<file path="src/rtl/in_order_dispatch.sv">
// In-order dispatch stage: pulls entries from an in-order queue, tags them with a ROB tag
// and hands them downstream under ROB credit flow control.
module in_order_dispatch #(
    parameter int unsigned entryWidth = 302,
    parameter int unsigned robTagBits = 6
) (
    input  logic                  clock_i,
    input  logic                  reset_i,
    input  logic                  queueEmpty_i,
    output logic                  queueReadEnable_o,
    input  logic [entryWidth-1:0] queueEntry_i,
    input  logic                  flush_i,
    input  logic                  robRelease_i,
    output logic                  dispatchValid_o,
    input  logic                  dispatchReady_i,
    output logic [entryWidth-1:0] dispatchEntry_o,
    output logic [robTagBits-1:0] dispatchTag_o,
    output logic [robTagBits:0]   robCredits_o,
    output logic                  stall_o,
    output logic                  creditError_o,
    output logic [31:0]           dispatchCount_o
);

    localparam logic [robTagBits:0] CreditsFull = {1'b1, {robTagBits{1'b0}}};

    typedef enum logic [1:0] {StIdle, StRead, StCapture, StSend} state_e;

    state_e                  state_q, state_d;
    logic                    read_en_q;
    logic                    valid_q;
    logic [entryWidth-1:0]   entry_q;
    logic [robTagBits-1:0]   dtag_q;
    logic [robTagBits-1:0]   tag_q, tag_d;
    logic [robTagBits:0]     credits_q, credits_d;
    logic                    error_q, error_d;
    logic [31:0]             count_q, count_d;

    logic go;
    logic handshake;
    logic enter_read;
    logic capture;

    always_comb begin
        go         = !queueEmpty_i && (credits_q != '0) && !flush_i;
        handshake  = (state_q == StSend) && dispatchReady_i;
        capture    = (state_q == StCapture) && !flush_i;
        state_d    = state_q;

        unique case (state_q)
            StIdle:    if (go) state_d = StRead;
            StRead:    state_d = StCapture;
            StCapture: state_d = StSend;
            StSend:    if (dispatchReady_i) state_d = go ? StRead : StIdle;
            default:   state_d = StIdle;
        endcase
        if (flush_i) state_d = StIdle;

        // READ is never re-entered from itself, so any next-state READ is a fresh entry.
        enter_read = (state_d == StRead);

        credits_d = credits_q;
        error_d   = error_q;
        if (flush_i) begin
            credits_d = CreditsFull;
        end else if (enter_read && !robRelease_i) begin
            credits_d = credits_q - 1'b1;
        end else if (!enter_read && robRelease_i) begin
            if (credits_q == CreditsFull) error_d = 1'b1;
            else                          credits_d = credits_q + 1'b1;
        end

        tag_d   = tag_q;
        count_d = count_q;
        if (flush_i) begin
            tag_d = '0;
        end else if (handshake) begin
            tag_d   = tag_q + 1'b1;
            count_d = count_q + 32'd1;
        end
    end

    always_ff @(posedge clock_i or negedge reset_i) begin
        if (!reset_i) begin
            state_q   <= StIdle;
            read_en_q <= 1'b0;
            valid_q   <= 1'b0;
            entry_q   <= '0;
            dtag_q    <= '0;
            tag_q     <= '0;
            credits_q <= CreditsFull;
            error_q   <= 1'b0;
            count_q   <= '0;
        end else begin
            state_q   <= state_d;
            read_en_q <= (state_d == StRead);
            valid_q   <= (state_d == StSend);
            tag_q     <= tag_d;
            credits_q <= credits_d;
            error_q   <= error_d;
            count_q   <= count_d;
            if (capture) begin
                entry_q <= queueEntry_i;
                dtag_q  <= tag_q;
            end
        end
    end

    assign queueReadEnable_o = read_en_q;
    assign dispatchValid_o   = valid_q;
    assign dispatchEntry_o   = entry_q;
    assign dispatchTag_o     = dtag_q;
    assign robCredits_o      = credits_q;
    assign creditError_o     = error_q;
    assign dispatchCount_o   = count_q;
    assign stall_o           = (state_q == StIdle) && !queueEmpty_i && (credits_q == '0);

endmodule

</file>
<file path="config.mk">
export PLATFORM = sky130hd
export DESIGN_NAME = in_order_dispatch
export DESIGN_NICKNAME = d
export VERILOG_FILES = /design/src/rtl/in_order_dispatch.sv
export SDC_FILE = /design/constraint.sdc
export NUM_CORES = 1
export LEC_CHECK = 0
export CELL_PAD_IN_SITES_DETAIL_PLACEMENT = 1
export CELL_PAD_IN_SITES_GLOBAL_PLACEMENT = 1
export CORE_AREA = 2 2 254 256
export DETAILED_ROUTE_END_ITERATION = 10
export DIE_AREA = 0 0 256 258
export PLACE_DENSITY_LB_ADDON = 0.05
export SKIP_LAST_GASP = 1
export SLEW_MARGIN = 15
export SYNTH_ARGS = -nofsm -noshare
export SYNTH_HDL_FRONTEND = slang
export SYNTH_SLANG_ARGS = --single-unit
</file>
<file path="constraint.sdc">
create_clock -name clock_i -period 3.31 [get_ports clock_i]
set_input_delay 0.662 -clock clock_i [delete_from_list [all_inputs] [get_ports clock_i]]
set_output_delay 0.662 -clock clock_i [all_outputs]
set_load 0.05 [all_outputs]
</file>
# Word level (Yosys, flattened, before mapping)
# Index checks and enable logic that the tools add are counted.
[totals] ff_bits=358 in_bits=308 out_inout_bits=351
[op_classes] n_addsub=4 eq_ne=7 muxes=11 bitwise=2 reduce_logical=20
[ops] cell="$add A32 B1 Y32 const B" n=1
[ops] cell="$mux W7" n=4
[ops] cell="$mux W6" n=2
[ops] cell="$logic_and A1 B1 Y1" n=8
[ops] cell="$pmux W2 S4" n=1
[ops] cell="$add A7 B1 Y7 const B" n=1
[ops] cell="$eq A7 B7 Y1 const B" n=1
[ops] cell="$logic_not A7 Y1" n=1
[ops] cell="$reduce_bool A7 Y1" n=1
[ops] cell="$sub A7 B1 Y7 const B" n=1
[ops] cell="$add A6 B1 Y6 const B" n=1
[ops] cell="$eq A2 B2 Y1 const B" n=3
[ops] cell="$mux W2" n=3
[ops] cell="$eq A2 B1 Y1 const B" n=2
[ops] cell="$logic_not A1 Y1" n=4
[ops] cell="$reduce_and A2 Y1" n=2
[ops] cell="$reduce_and A4 Y1" n=1
[ops] cell="$ne A3 B3 Y1 const B" n=1
[ops] cell="$reduce_bool A3 Y1" n=1
[ops] cell="$logic_not A2 Y1" n=1
[ops] cell="$not A1 Y1" n=2
[ops] cell="$reduce_bool A2 Y1" n=1
[ops] cell="$mux W1" n=1

# Longest topological paths before layout
[depth] ltp_word=13 mapped_depth=12 mapped_depth_nobuf=11

# Least setup slack after synthesis
# OpenSTA, ideal clock, no wires.
[synth_timing] kind="register to output" startpoint="register credits_q[1], in the netlist robCredits_o[1]" endpoint="output stall_o" arrival_time_ps=2777 setup_slack_ps=-129 path_stages_with_launch=3 path_buffers=0 cell_sequence="dfrtp_1 -> or4_4 -> nor4_1"
[synth_via] elab_chain_cells=2
[synth_rtl] element="start, declared" line_no="34" rtl="logic [robTagBits:0] credits_q, credits_d;"
[synth_rtl] element="start signal, assigned" line_no="90" rtl="credits_q <= CreditsFull;"
[synth_rtl] element="start signal, assigned" line_no="98" rtl="credits_q <= credits_d;"
[synth_rtl] element="$logic_not A7 Y1" line_no="115" rtl="assign stall_o = (state_q == StIdle) && !queueEmpty_i && (credits_q == '0);"
[synth_rtl] element="$logic_and A1 B1 Y1" line_no="115"
[synth_rtl] element="end, declared" line_no="19" rtl="output logic stall_o,"
# No other way between the ends.

# Worst setup path after layout
[layout_timing] startpoint="register credits_q[1], in the netlist robCredits_o[1]" endpoint="register credits_q[6], in the netlist robCredits_o[6]"
[layout_via] elab_chain_cells=12
[layout_rtl] element="$reduce_bool A7 Y1" line_no="44" rtl="go = !queueEmpty_i && (credits_q != '0) && !flush_i;"
[layout_rtl] element="$logic_and A1 B1 Y1 (2 in a row)" line_no="44"
[layout_rtl] element="$mux W1" line_no="53" rtl="StSend: if (dispatchReady_i) state_d = go ? StRead : StIdle;"
[layout_rtl] element="$mux W2" line_no="53"
[layout_rtl] element="$pmux W2 S4" line_no="49" rtl="unique case (state_q)"
[layout_rtl] element="$mux W2" line_no="56" rtl="if (flush_i) state_d = StIdle;"
[layout_rtl] element="$eq A2 B1 Y1" line_no="59" rtl="enter_read = (state_d == StRead);"
[layout_rtl] element="$logic_not A1 Y1" line_no="67" rtl="end else if (!enter_read && robRelease_i) begin"
[layout_rtl] element="$logic_and A1 B1 Y1" line_no="67"
[layout_rtl] element="$reduce_bool A3 Y1 (no line)"
[layout_rtl] element="$reduce_and A2 Y1 (no line)"
# Several ways; a longest one is shown, not always the timed one. The select of a mux whose other input is x is not followed.
# A chain may end at the register's enable or synchronous reset.

==> flow_summary.yaml <==
status:
  status: "finished clean"
setup_path:
  startpoint_type: "flop"
  slowest_stage: "dfrtp_1"
  worstPathCellList: "nor4_1, buf_4, nand2_1, o21ai_1, or3_1, inv_1, buf_4, ha_1, o21a_1, o31a_1, o22a_1, mux2_2, o211ai_1"
  cp_slowest_stage_delay_ps: 460
  cp_max_fo: 6
  cp_common_cell: "buf_4"
  cp.arrival_ps: 3510
  critPathRequiredTime_ps: 3800
  setup.worst_path.end_class: "flop"
  worstSetupPathType: "reg2reg"
finish:
  drive_above_1_share: 0.2215
  final_cell_count_no_fill: 2511
  final_cell_mix: "clkdlybuf4s50_1 (656), dfrtp_1 (357), mux2_2 (234)"
  final_common_cell: "clkdlybuf4s50_1"
  nNetsFinal: 1935
  fillers: 6636
  design_area_mm2: 0.02345
  area_delta_synth_final_pct: 67.07
cts:
  numCtsBuffers: 45
  cts-root-buf: "clkbuf_16"
  cts.sinks: 358
  cts.path.max_buffers: 3
  clk_latency_ps: 560
  ctsHtreeMaxLevel: 2
  clkSlewWorstSetupHoldPaths_ps: 60
  cts_tree: "done"
sta:
  setup_ws_ps: 289.0
  slew_headroom: 0.4808
  min_period_ps: 3021
  clock.fmax_mhz: 331.0
  setup_viol: 0
  finalCritPeriodShare: 0.9127
  hold_viol: 0
  skew_ps: 8.569
  max_slew.worst_pin.slew_ps: 776.4
  rsz0062_at_grt: "false"
  slew_violations: 0
synth:
  ys_async_sr_fraction: 1.000
  synthesis.area_mm2: 0.01404
  synth_ff_type: "dfrtp_1"
  synth_nets: 1222
  synth-edff-count: 0
  syn_avg_cell_area_um2: 15.49
  synth_cells: 906
  synth-seq-cells: 358
  ys_seq_area_frac: 0.6383
  synth_warnings: 0
  ys_types: 53
global_route:
  first_global_vias: 11284
  grt_pass1_wl_mm: 82.63
  grt_max_degree: 68
  grt_usage: 0.1693
  grt_overflow: 0
  antenna_found_initial: 14
placement:
  placed_cells: 2427
  port_buffers: 658
  routabilityCongestion: 0.7769
  place_area_mm2: 0.02202
  hpwl_mm: 44.13
  place_ws_ps: -247.5
drt:
  vias: 10288
  viasPerCell: 4.097
  drt-total-wl_mm: 56.49
  dr.pass1.iters: 4
  drtIter0Drc: 323
  ant_nets: 0
  drc: 0
  wl_per_cell_um: 22.50
die:
  start_util: 0.2205
  pin_count: 659
  core.rowCount: 93
  fp.dieArea_mm2: 0.06605
  die_h_um: 258
  core-area_mm2: 0.06365
  die_w_um: 256
power_and_ir_drop:
  power_mw: 25.18
  ir_worst_vdd_mv: 0.4707
  power_density_mw_per_mm2: 1074
  p_leak_nw: 9.666
min_path:
  hold_path.class: "in2async"
job:
  maxCapViolCount: 0
-- logic make-up after synthesis --
kind of cell | count (synthesis) | share of synthesized area
simple gates | 111 | 0.04653
flops | 358 | 0.6383
compound gates | 27 | 0.01613
mux | 313 | 0.2508
buf+inv | 51 | 0.01685
fa+ha+maj | 8 | 0.007665
xor+xnor | 38 | 0.02371
-- report_power, final --
part | internal, mW | switching, mW | leakage (nW) | total, mW
clock network | 2.85 | 1.95 | 0.692 | 4.80
registers | 6.16 | 0.880 | 4.35 | 7.04
logic | 4.64 | 8.70 | 4.63 | 13.3
total | 13.6 | 11.5 | 9.67 | 25.2
-- critical path: cells and delay by family, from the launching register on --
family / cells / cell delay (ps)
buf+inv: 3 / 430
mux: 1 / 350
compound gates: 5 / 820
fa+ha+maj: 1 / 290
simple gates: 3 / 590
flops: 1 / 460
-- synthesized netlist by cell type (all sizes together), types with 4 or more instances --
| library cell | n | area (um^2) |
|---|---|---|
| or3 | 4 | 30.03 |
| dfrtp | 357 | 8934 |
| inv | 12 | 45.04 |
| nand4 | 10 | 90.08 |
| nand2 | 23 | 86.33 |
| a21oi | 6 | 30.03 |
| mux2 | 310 | 3491 |
| nand3 | 13 | 65.06 |
| nor4 | 5 | 67.56 |
| buf | 38 | 187.7 |
| o21ai | 5 | 25.02 |
| nor3 | 8 | 60.06 |
| ha | 7 | 87.58 |
| nor2 | 29 | 108.9 |
| xnor2 | 26 | 227.7 |
| nor2b | 4 | 25.02 |
| xor2 | 12 | 105.1 |
-- repair_timing --
item / 4_1_cts / 5_1_grt
endpoints found under the setup margin: 0 / 2
buffers inserted: 0 / 0
gates resized for setup: 0 / 1
hold buffers: 0 / 0
-- routing by layer --
metal | GRT usage | wire, um | up-vias
met1 | 0.1831 | 20740 | 5257
li1 | - | - | 4614
met5 | 0 | 83 | -
met3 | 0.06410 | 4599 | 89
met2 | 0.3050 | 29620 | 316
met4 | 0.05344 | 1445 | 12
-- area by class of cell --
| cell class | count | area (um^2) | share of cell area |
|---|---|---|---|
| antenna | 8 | 20.02 | 0.0008536 |
| sequential | 358 | 8960 | 0.3820 |
| multi-input combinational | 497 | 4855 | 0.2070 |
| tap | 855 | 1070 | 0.04561 |
| clock inverter | 2 | 13.76 | 0.0005869 |
| timing repair buffer | 705 | 7092 | 0.3024 |
| inverter | 12 | 45.04 | 0.001921 |
| clock buffer | 74 | 1398 | 0.05959 |
-- registers in the layout (all words and copies together), names as in the netlist --
signal	cells
creditError_o	1
dispatchCount_o	32
dispatchEntry_o	302
dispatchTag_o	6
dispatchValid_o	1
queueReadEnable_o	1
robCredits_o	7
state_q	2
tag_q	6
-- metrics by stage --
stage                     setup TNS (ps)  hold slack (ps)    util
after global routing                   0            65.06  0.3683
final                                  0            39.20  0.3685
after detailed placement          -476.7            459.5  0.3460
after global placement            -185.4            465.3  0.3460
after CTS                              0            60.45  0.3681
after floorplan                        0            366.4       -
-- worst paths after layout --
kind / cells past startpoint / start / slack [ps] / to
min reg2reg: 2 / creditError_o / 460 / creditError_o
max in group asynchronous: 2 / reset_i / 2400 / dispatchEntry_o[26]
max reg2reg: 13 / robCredits_o[1] / 290 / robCredits_o[6]
max: 13 / robCredits_o[1] / 290 / robCredits_o[6]
min in group clock_i: 2 / creditError_o / 460 / creditError_o
min: 1 / reset_i / 40 / dispatchEntry_o[71]
(Power assumes the default switching activity.)
